## config.mk

```make
export PLATFORM = sky130hd
export DESIGN_NAME = enemy_swarm_ctrl
export DESIGN_NICKNAME = d
export VERILOG_FILES = /design/src/rtl/enemy_swarm_ctrl.sv
export SDC_FILE = /design/constraint.sdc
export NUM_CORES = 1
export LEC_CHECK = 0
export ABC_AREA = 1
export BUFFER_PORTS_ARGS = -buffer_cell sky130_fd_sc_hd__buf_2
export CORE_MARGIN = 5
export CORE_UTILIZATION = 40
export DETAILED_ROUTE_END_ITERATION = 8
export SLEW_MARGIN = 20
export SYNTH_ARGS = -nofsm -noshare
export SYNTH_HDL_FRONTEND = slang
export SYNTH_SLANG_ARGS = --single-unit
```

## constraint.sdc

```tcl
create_clock -name frame_clk -period 4.2 [get_ports frame_clk]
set_input_delay 0.63 -clock frame_clk [delete_from_list [all_inputs] [get_ports frame_clk]]
set_output_delay 0.63 -clock frame_clk [all_outputs]
set_load 0.005 [all_outputs]
```

## src/rtl/enemy_swarm_ctrl.sv

```systemverilog
// enemy_swarm_ctrl
// Per-frame formation controller for the enemy swarm. On each frame edge it
// decides whether the swarm steps and in which direction. It tracks the
// swarm's top-left corner and counts survivors, and the survivor count sets
// the step rate. It also flags wave-cleared and invasion to game control.
//
// Ports
//   frame_clk          in   one rising edge per video frame
//   Reset              in   synchronous, active-high
//   start              in   level; begins/restarts a wave from IDLE/CLEARED/INVADED
//   is_playing         in   level; 0 pauses movement (kills still counted)
//   kill               in   one-frame pulse, one enemy destroyed
//   enemy_direction_X  out  0 = left, 1 = right
//   enemy_direction_Y  out  1 while descending (whole DROP phase)
//   enemy_move_en      out  1 on frames where sprites step 1 px
//   swarm_x, swarm_y   out  swarm top-left, 10-bit unsigned
//   alive_count        out  surviving enemies
//   delete_enemies     out  one-frame pulse clearing all sprites
//   wave_cleared       out  level while CLEARED
//   invaded            out  level while INVADED
//   o_dbg_state        out  current FSM state (debug visibility)
module enemy_swarm_ctrl #(
  parameter int NUM_ENEMIES = 16,
  parameter int SWARM_W     = 230,
  parameter int SWARM_H     = 230,
  parameter int START_X     = 40,
  parameter int START_Y     = 40,
  parameter int LEFT_LIMIT  = 8,
  parameter int RIGHT_LIMIT = 632,
  parameter int DROP_PX     = 10,
  parameter int INVADE_Y    = 400
) (
  input  logic       frame_clk,
  input  logic       Reset,
  input  logic       start,
  input  logic       is_playing,
  input  logic       kill,
  output logic       enemy_direction_X,
  output logic       enemy_direction_Y,
  output logic       enemy_move_en,
  output logic [9:0] swarm_x,
  output logic [9:0] swarm_y,
  output logic [4:0] alive_count,
  output logic       delete_enemies,
  output logic       wave_cleared,
  output logic       invaded,
  output logic [2:0] o_dbg_state
);
  localparam int DW = $clog2(DROP_PX + 1);

  localparam logic [4:0]    L_NUM     = 5'(NUM_ENEMIES);
  localparam logic [9:0]    L_START_X = 10'(START_X);
  localparam logic [9:0]    L_START_Y = 10'(START_Y);
  localparam logic [9:0]    L_LEFT    = 10'(LEFT_LIMIT);
  localparam logic [10:0]   L_SWARM_W = 11'(SWARM_W);
  localparam logic [10:0]   L_SWARM_H = 11'(SWARM_H);
  localparam logic [10:0]   L_RIGHT   = 11'(RIGHT_LIMIT);
  localparam logic [10:0]   L_INVADE  = 11'(INVADE_Y);
  localparam logic [DW-1:0] L_DROP    = DW'(DROP_PX);

  typedef enum logic [2:0] {IDLE, MOVE_H, DROP, CLEARED, INVADED} state_t;

  state_t        r_state;
  logic          r_dir_x, r_dir_y, r_move_en, r_delete, r_cleared, r_invaded;
  logic [9:0]    r_x, r_y;
  logic [4:0]    r_alive;
  logic [1:0]    r_frame_cnt;
  logic [DW-1:0] r_drop_cnt;

  state_t        w_next_state;
  logic          w_next_dir_x, w_next_dir_y, w_delete, w_load;
  logic [9:0]    w_next_x, w_next_y;
  logic [4:0]    w_next_alive;
  logic [1:0]    w_next_frame_cnt, w_period_m1;
  logic [DW-1:0] w_next_drop_cnt, w_drop_inc;
  logic [9:0]    w_step_x, w_step_y;
  logic          w_active, w_tick, w_edge_hit;

  // Move period minus one, from the survivor count: fewer enemies, faster swarm.
  always_comb begin
    if (r_alive >= 5'd12)     w_period_m1 = 2'd3;
    else if (r_alive >= 5'd8) w_period_m1 = 2'd2;
    else if (r_alive >= 5'd4) w_period_m1 = 2'd1;
    else                      w_period_m1 = 2'd0;
  end

  assign w_active   = (r_state == MOVE_H) || (r_state == DROP);
  // ">=" so a period shortened mid-count fires on the next frame.
  assign w_tick     = w_active && is_playing && (r_frame_cnt >= w_period_m1);
  assign w_step_x   = r_dir_x ? r_x + 10'd1 : r_x - 10'd1;
  assign w_step_y   = r_y + 10'd1;
  assign w_drop_inc = r_drop_cnt + 1'b1;
  // 11-bit sum so the right-edge compare cannot wrap.
  assign w_edge_hit = r_dir_x ? (({1'b0, w_step_x} + L_SWARM_W) >= L_RIGHT)
                              : (w_step_x <= L_LEFT);

  always_comb begin
    w_next_state     = r_state;
    w_next_x         = r_x;
    w_next_y         = r_y;
    w_next_dir_x     = r_dir_x;
    w_next_dir_y     = r_dir_y;
    w_next_alive     = r_alive;
    w_next_frame_cnt = r_frame_cnt;
    w_next_drop_cnt  = r_drop_cnt;
    w_delete         = 1'b0;
    w_load           = 1'b0;
    case (r_state)
      IDLE: w_load = start;
      CLEARED, INVADED: begin
        w_load   = start;
        w_delete = start;
      end
      default: begin
        if (is_playing) w_next_frame_cnt = w_tick ? 2'd0 : r_frame_cnt + 2'd1;
        if (w_tick) begin
          if (r_state == MOVE_H) begin
            w_next_x = w_step_x;
            if (w_edge_hit) begin
              w_next_state    = DROP;
              w_next_drop_cnt = '0;
              w_next_dir_y    = 1'b1;
            end
          end else begin
            w_next_y        = w_step_y;
            w_next_drop_cnt = w_drop_inc;
            if (w_drop_inc == L_DROP) begin
              w_next_state = MOVE_H;
              w_next_dir_x = ~r_dir_x;
              w_next_dir_y = 1'b0;
            end
          end
        end
        // Invasion beats edge handling; entering a terminal state holds direction.
        if (({1'b0, w_next_y} + L_SWARM_H) >= L_INVADE) begin
          w_next_state = INVADED;
          w_next_dir_x = r_dir_x;
          w_next_dir_y = r_dir_y;
        end
        // Last kill beats invasion on the same frame.
        if (kill && (r_alive != 5'd0)) begin
          w_next_alive = r_alive - 5'd1;
          if (r_alive == 5'd1) begin
            w_next_state = CLEARED;
            w_delete     = 1'b1;
            w_next_dir_x = r_dir_x;
            w_next_dir_y = r_dir_y;
          end
        end
      end
    endcase
    if (w_load) begin
      w_next_state     = MOVE_H;
      w_next_x         = L_START_X;
      w_next_y         = L_START_Y;
      w_next_alive     = L_NUM;
      w_next_dir_x     = 1'b1;
      w_next_dir_y     = 1'b0;
      w_next_frame_cnt = 2'd0;
      w_next_drop_cnt  = '0;
    end
  end

  always_ff @(posedge frame_clk) begin
    if (Reset) begin
      r_state     <= IDLE;
      r_dir_x     <= 1'b1;
      r_dir_y     <= 1'b0;
      r_move_en   <= 1'b0;
      r_x         <= L_START_X;
      r_y         <= L_START_Y;
      r_alive     <= L_NUM;
      // A reset that interrupts a live wave clears the sprites once.
      r_delete    <= w_active;
      r_cleared   <= 1'b0;
      r_invaded   <= 1'b0;
      r_frame_cnt <= 2'd0;
      r_drop_cnt  <= '0;
    end else begin
      r_state     <= w_next_state;
      r_dir_x     <= w_next_dir_x;
      r_dir_y     <= w_next_dir_y;
      r_move_en   <= w_tick;
      r_x         <= w_next_x;
      r_y         <= w_next_y;
      r_alive     <= w_next_alive;
      r_delete    <= w_delete;
      r_cleared   <= (w_next_state == CLEARED);
      r_invaded   <= (w_next_state == INVADED);
      r_frame_cnt <= w_next_frame_cnt;
      r_drop_cnt  <= w_next_drop_cnt;
    end
  end

  assign enemy_direction_X = r_dir_x;
  assign enemy_direction_Y = r_dir_y;
  assign enemy_move_en     = r_move_en;
  assign swarm_x           = r_x;
  assign swarm_y           = r_y;
  assign alive_count       = r_alive;
  assign delete_enemies    = r_delete;
  assign wave_cleared      = r_cleared;
  assign invaded           = r_invaded;
  assign o_dbg_state       = r_state;
endmodule

```

==> results of run 1 <==
placed cells by master, fill, tap and decap left out, types with 6 or more instances in the layout:
master	instances
nand3_1	41
nand2_1	91
dfxtp_1	40
buf_2	38
nor2_1	36
a21oi_1	23
o21ai_0	23
nor3_1	6
ha_1	17
inv_1	50
worst min-delay path: cells and delay by family (launching register included):
family | cells | cell delay (ps)
AO/OA/AOI/OAI | 1 | 50
flip-flops | 1 | 330
AND/OR/NAND/NOR | 1 | 70
per-layer routing:
| metal | global-route usage, % | routed length, um |
|---|---|---|
| met3 | 3.14 | 193 |
| met4 | 5.13 | 74 |
| met1 | 20.1 | 3040 |
| met5 | 0 | 0 |
| met2 | 24.5 | 2710 |
power groups by stage:
| stage | Sequential [mW] | Combinational (mW) | Clock, mW |
|---|---|---|---|
| after floorplan | 0.407 | 0.0797 | 0 |
| after global placement | 0.407 | 0.110 | 0 |
| after detailed placement | 0.407 | 0.110 | 0 |
| after CTS | 0.398 | 0.111 | 0.258 |
| after global routing | 0.400 | 0.126 | 0.276 |
| final | 0.398 | 0.109 | 0.248 |
metrics by stage:
stage / util [%] / power (mW)
2_1_floorplan: - / 0.486
3_3_place_gp: 45.5 / 0.516
3_5_place_dp: 45.5 / 0.517
4_1_cts: 46.8 / 0.766
5_1_grt: 46.8 / 0.802
6_report: 46.8 / 0.755
cell type report:
| class | count | area (um^2) |
|---|---|---|
| Inverter | 56 | 213 |
| Timing Repair Buffer | 38 | 190 |
| Clock inverter | 2 | 12.5 |
| Fill cell | 676 | 3390 |
| Sequential cell | 40 | 801 |
| Tap cell | 77 | 96.3 |
| Multi-Input combinational cell | 288 | 1610 |
| Clock buffer | 5 | 68.8 |
logic make-up after synthesis:
| group | after synthesis |
|---|---|
| AND/OR/NAND/NOR | 200 |
| buffers and inverters | 60 |
| AO/OA/AOI/OAI | 59 |
| flip-flops | 40 |
| adder cells (fa/ha/maj) | 18 |
| XOR/XNOR | 11 |
final timing paths:
kind,end
min reg2reg,alive_count[2]
min,alive_count[2]
max reg2reg,invaded
max,invaded
registers in the layout (all words and copies together), names as in the netlist:
| signal | cells |
|---|---|
| swarm_x | 10 |
| swarm_y | 10 |
| alive_count | 5 |
| r_drop_cnt | 4 |
| o_dbg_state | 3 |
| r_frame_cnt | 2 |
| delete_enemies | 1 |
| enemy_direction_X | 1 |
| enemy_direction_Y | 1 |
| enemy_move_en | 1 |
| invaded | 1 |
| wave_cleared | 1 |
synthesized netlist by cell type, types with 4 or more instances:
master    instances  area (um^2)
o211ai_1          4         30.0
nand4_1           4         25.0
xnor2_1           5         43.8
xor2_1            5         43.8
clkbuf_1          4         15.0
dfxtp_1          40          801
nand2_1          91          342
a21oi_1          23          115
o21ai_0          23          115
inv_1            50          188
nand2_2           5         31.3
nor2_2            4         25.0
nand3_1          41          205
nor2_1           37          139
nor3_1            6         30.0
ha_1             17          213
inv_2             4         15.0
==> summary.md, run 1 <==
| Metric | Value |
|---|---|
| Primary FF master, synth | `dfxtp_1` |
| Status | `complete, no violations` |
| Clock share of power | `between 30 and 40%` |
| Simple-gate share of the synthesized area | `~36%` |
| Area growth from synthesis to layout | `13.5%` |
| CP max stage cell | `ha_1` |
| # clock sinks | `40` |
| Cells after Synth | `approximately 390` |
| Final Critical Period | `about 3000 ps` |
| Bufs and invs on worst path | `3` |
| Post-synthesis mux area share | `0%` |
| Post-DP Area | `just under 3000 um^2` |
| Final antenna-violating net count | `0` |
| Clock latency on the worst-skew pair | `around 290 ps` |
| Worst Skew | `between 5 and 6 ps` |
| Cells on Worst Hold Path | `2` |
| TritonCTS clock tree | `built` |
| Synth unique cells | `35` |
| Comb pwr share | `14.5%` |
| Internal power | `0.536 mW` |
| Switching Share | `approximately 29%` |
| Crit path capture type | `flop` |
| VDD IR max | `approximately 160 uV` |
| Critical Path Stages | `19` |
| Placed insts | `499` |
| Rows | `29` |
| Crit-path most repeated cell | `nand2_1` |
| Post-synthesis sequential element count | `40` |
| RSZ-0062 raised after global routing | `false` |
| Syn Area/Cell | `slightly below 7 um^2` |
| Fin nets | `around 450` |
| Vias | `between 2,000 and 2,500` |
| Detailed placer's ending HPWL | `4.72 mm` |
| Routed vias/inst | `slightly below 5` |
| R2R Path Start | `enemy_direction_X` |
| Critical path class | `reg -> reg` |
| Max_slew headroom | `between 50% and 60%` |
| Root Buffer | `clkbuf_8` |
| Die ar. | `~8300 um^2` |
| Required time worst endpoint | `4440 ps` |
| Final setup fails | `0` |
| Register area share after synthesis | `a little under a third` |
| Delay-heaviest family, CP | `simple AND/OR/NAND/NOR gates` |
| Hold path startpoint | `alive_count[2]` |
| Worst-margin pin slew | `681 ps` |
| XOR/XNOR share of the synthesized area | `~3.9%` |
| Post-cts resize count | `0` |
| Total global routing overflow | `0` |
| Adder-Cell Fraction of Synth Area | `between 8 and 9%` |
| P_leak | `between 1.5 and 2 nW` |
| Inserted Clock Buffers | `5` |
| Power Density | `about 250 nW/um^2` |
| H-Tree Depth | `2` |
| CP Cell Sequence | `inv_1 -> ha_1 -> inv_1 -> nand2_1 -> nand2_1 -> ha_1 -> inv_1 -> nand3_1 -> nor2_2 -> nand2_1 -> o31ai_1 -> nand3_1 -> nand2_1 -> nand2_1 -> nand2_1 -> nand2_1 -> nand2_1 -> nand2_1 -> nor2_1` |
| CP peak stage delay | `between 400 and 500 ps` |
| Post-CTS setup buffers | `0` |
| Chip width | `about 90 um` |
| CP arrival | `3280 ps` |
| Number of synthesized flops with an enable pin | `0` |
| Max clock buf depth | `2` |
| Switching power total | `roughly 0.22 mW` |
| IO buf count | `38` |
| CP max FO | `11` |
| TritonRoute pass-1 iters | `4` |
| Vias in the first global route | `2,334` |
| Flop pwr share | `a little over half` |
| Clock transition at the registers of the reported paths | `roughly 80 ps` |
| Reg2Reg Depth | `19` |
| Core footprint | `around 6400 um^2` |
| Layout cell share with drive strength beyond 1 | `17.0%` |
| Post-Layout Cell Count | `506` |
| Slew Limit Fails | `0` |
| DRT iter0 DRCs | `around 100` |
| Drc violations | `0` |
| Initial antenna violation count | `0` |
| WL/cell | `~12 um` |
| Routability cong. | `roughly 0.87` |
| Synth Cell Area | `~2600 um^2` |
| R2R Setup Slk | `1160 ps` |
| Synthesis Warnings | `0` |
| Final TNS setup | `0 ps` |
| Critical Path Start Type | `flop` |
| Final period util | `72.3%` |
| PnR worst setup slack | `between 1000 and 1500 ps` |
| Detailed Route WL | `between 6 and 7 mm` |
| Global-route wire length before repair | `10.6 mm` |
| Critical Path Start | `enemy_direction_X` |
| Syn_nets | `411` |
| GR Util All Layers | `between 10% and 20%` |
| Starting Density | `about two fifths` |
| Count of final hold-check violations | `0` |
| Hold slack | `just under 500 ps` |
| Compound-Gate Fraction of Synth Area | `12.1%` |
| # hold bufs at CTS | `0` |
| Fmax | `approximately 330 MHz` |
| Max-cap viol count | `0` |
| Final Instance Area | `around 3000 um^2` |
| Main combinational cell family by area after synthesis | `simple AND/OR/NAND/NOR gates` |
| Die H | `91.2 um` |
| Post-synth ARST share | `0%` |
| # diodes | `0` |
| Dpl ws | `1160 ps` |
| IO Count | `39` |
| Hold Path Class | `reg -> reg` |
| Largest net degree at the start of global routing | `21` |
Power figures use the tool's default switching activity.
==> inputs of run 2 (changes only) <==
==> constraint.sdc (replaced) <==
create_clock -name frame_clk -period 2.67 [get_ports frame_clk]
set_input_delay 0.4005 -clock frame_clk [delete_from_list [all_inputs] [get_ports frame_clk]]
set_output_delay 0.4005 -clock frame_clk [all_outputs]
set_load 0.005 [all_outputs]
==> run 2 against run 1 <==
Compared with the run above: clock skew grew 3.5 ps; global-route usage grew 1.2 points; non-clock buffer count grew 35; maximum frequency grew 18%; largest cell class unchanged; clock-buffer cell count grew 1; via count grew 8.8%; first-iteration DRC count shrank 4.0%; wire length grew 11%; register-to-register slack lost 1100 ps; flip-flop and latch count is the same.
==> summary.md, run 2 (synthesized netlist as in run 1, its figures left out) <==
| Metric | Value |
|---|---|
| Dpl ws | `-154 ps` |
| Critical Path Start | `alive_count[4]` |
| Worst-margin pin slew | `slightly above 700 ps` |
| Hold path startpoint | `Reset` |
| Fin nets | `between 400 and 500` |
| Largest net degree at the start of global routing | `21` |
| Starting Density | `41.3%` |
| Layout cell share with drive strength beyond 1 | `35.1%` |
| Routed vias/inst | `roughly 5` |
| IO Count | `39` |
| H-Tree Depth | `2` |
| Post-Layout Cell Count | `roughly 540` |
| Max clock buf depth | `2` |
| Status | `complete, no violations` |
| Clock latency on the worst-skew pair | `about 290 ps` |
| Final Critical Period | `2580 ps` |
| Die H | `slightly above 90 um` |
| CP max FO | `8` |
| Core footprint | `6390 um^2` |
| VDD IR max | `279 uV` |
| Initial antenna violation count | `0` |
| Placed insts | `about 520` |
| Detailed Route WL | `6.68 mm` |
| TritonRoute pass-1 iters | `4` |
| GR Util All Layers | `between 15 and 20%` |
| Fill cells | `about 640` |
| PnR worst setup slack | `approximately 90 ps` |
| Design Power | `1.35 mW` |
| Max_slew headroom | `51.9%` |
| Drc violations | `0` |
| Critical Path Start Type | `flop` |
| Rows | `29` |
| P_leak | `between 1.5 and 2 nW` |
| DRT iter0 DRCs | `97` |
| Most frequent cells in the layout | `nand2_1, inv_1, buf_2` |
| Fmax | `a little under 400 MHz` |
| Vias | `about 2,700` |
| RSZ-0062 raised after global routing | `true` |
| Critical path class | `reg -> reg` |
| Count of final hold-check violations | `0` |
| CP arrival | `2730 ps` |
| Hold slack | `290 ps` |
| Total global routing overflow | `0` |
| Die ar. | `8310 um^2` |
| Slew Limit Fails | `0` |
| Inserted Clock Buffers | `5` |
| Chip width | `91.2 um` |
| # diodes | `0` |
| WL/cell | `around 12 um` |
| Final period util | `96.6%` |
| TritonCTS clock tree | `built` |
| Root Buffer | `clkbuf_8` |
| Clock transition at the registers of the reported paths | `80 ps` |
| IO buf count | `38` |
| Crit path capture type | `flop` |
| Global-route wire length before repair | `~12 mm` |
| Area growth from synthesis to layout | `35.5%` |
| Power Density | `approximately 380 nW/um^2` |
| Routability cong. | `~0.83` |
| Final antenna-violating net count | `0` |
| Vias in the first global route | `between 2,000 and 3,000` |
| Required time worst endpoint | `2820 ps` |
| R2R Path Start | `alive_count[4]` |
| # clock sinks | `40` |
| Hold Path Class | `in -> reg` |
| Detailed placer's ending HPWL | `5.06 mm` |
| Commonest non-fill, non-tap cell in the layout | `nand2_1` |
| Max-cap viol count | `0` |
| Worst Skew | `8.83 ps` |
| Final setup fails | `0` |
| # hold bufs at CTS | `0` |
-- run 2: cell count changes in the layout (fill, tap and decap cells not counted), moves of 4 or more --
cell     change
buf_4       +33
dfxtp_1      -5
dfxtp_2      +5
ha_1         -7
ha_4         +7
inv_1        -4
nand2_1     -20
nand2_2     +20
nand3_1      -4
o21ai_0      -4
-- run 2: area by class of cell --
| cell class | count | area (um^2) | share of cell area, % |
|---|---|---|---|
| Timing Repair Buffer | 73 | 460 | 12.9 |
| Multi-Input combinational cell | 288 | 1870 | 52.3 |
| Clock buffer | 6 | 82.6 | 2.31 |
| Sequential cell | 40 | 807 | 22.6 |
| Clock inverter | 2 | 38.8 | 1.09 |
| Inverter | 56 | 219 | 6.13 |
| Tap cell | 77 | 96.3 | 2.70 |
-- run 2: power breakdown --
| group | internal [mW] | total [mW] | switching, mW |
|---|---|---|---|
| Clock | 0.306 | 0.524 | 0.219 |
| Combinational | 0.0684 | 0.202 | 0.134 |
| Sequential | 0.612 | 0.627 | 0.0143 |
| Total | 0.987 | 1.35 | 0.367 |
-- run 2: final timing paths --
path | to | slack (ps) | cells after the start
hold / removal | o_dbg_state[0] | 290 | 2
setup / recovery | enemy_direction_X | 90 | 19
setup reg to reg | enemy_direction_X | 90 | 19
hold reg to reg | alive_count[2] | 480 | 2
-- run 2: worst max-delay path: stages (launching register included) --
cell,delay (ps)
dfxtp_2,330
or2_4,250
ha_4,260
o21ai_2,40
nand2_1,60
nand2_2,100
nor2_8,170
nand2_8,110
nor2_8,130
nand4_1,150
xor2_2,200
nand2_1,80
inv_2,60
nand2_2,60
inv_2,60
nand2_2,50
nor2_4,120
nand2_2,70
nand2_2,70
nand3_2,70
-- run 2: timing repair --
action / in CTS / in global routing
resized for setup: 16 / 56
pin swaps: 12 / 31
setup buffers: 7 / 5
setup endpoints to repair: 3 / 11
-- run 2: through the flow --
| step | utilization, % | setup TNS (ps) | cell area, um^2 |
|---|---|---|---|
| after floorplan | - | 0 | 2640 |
| after global placement | 48.2 | -159 | 3080 |
| after detailed placement | 48.2 | -207 | 3080 |
| after CTS | 51.8 | 0 | 3310 |
| after global routing | 55.9 | -680 | 3570 |
| final | 55.9 | 0 | 3570 |
-- run 2: metal layers --
metal / global-route usage [%] / share of wire [%] / up-vias
met1: 21.2 / 46 / 1206
met2: 27.7 / 49 / 54
met3: 4.13 / 4.5 / 4
li1: - / - / 1414
met5: 0 / 0 / -
met4: 2.93 / 0.51 / 0
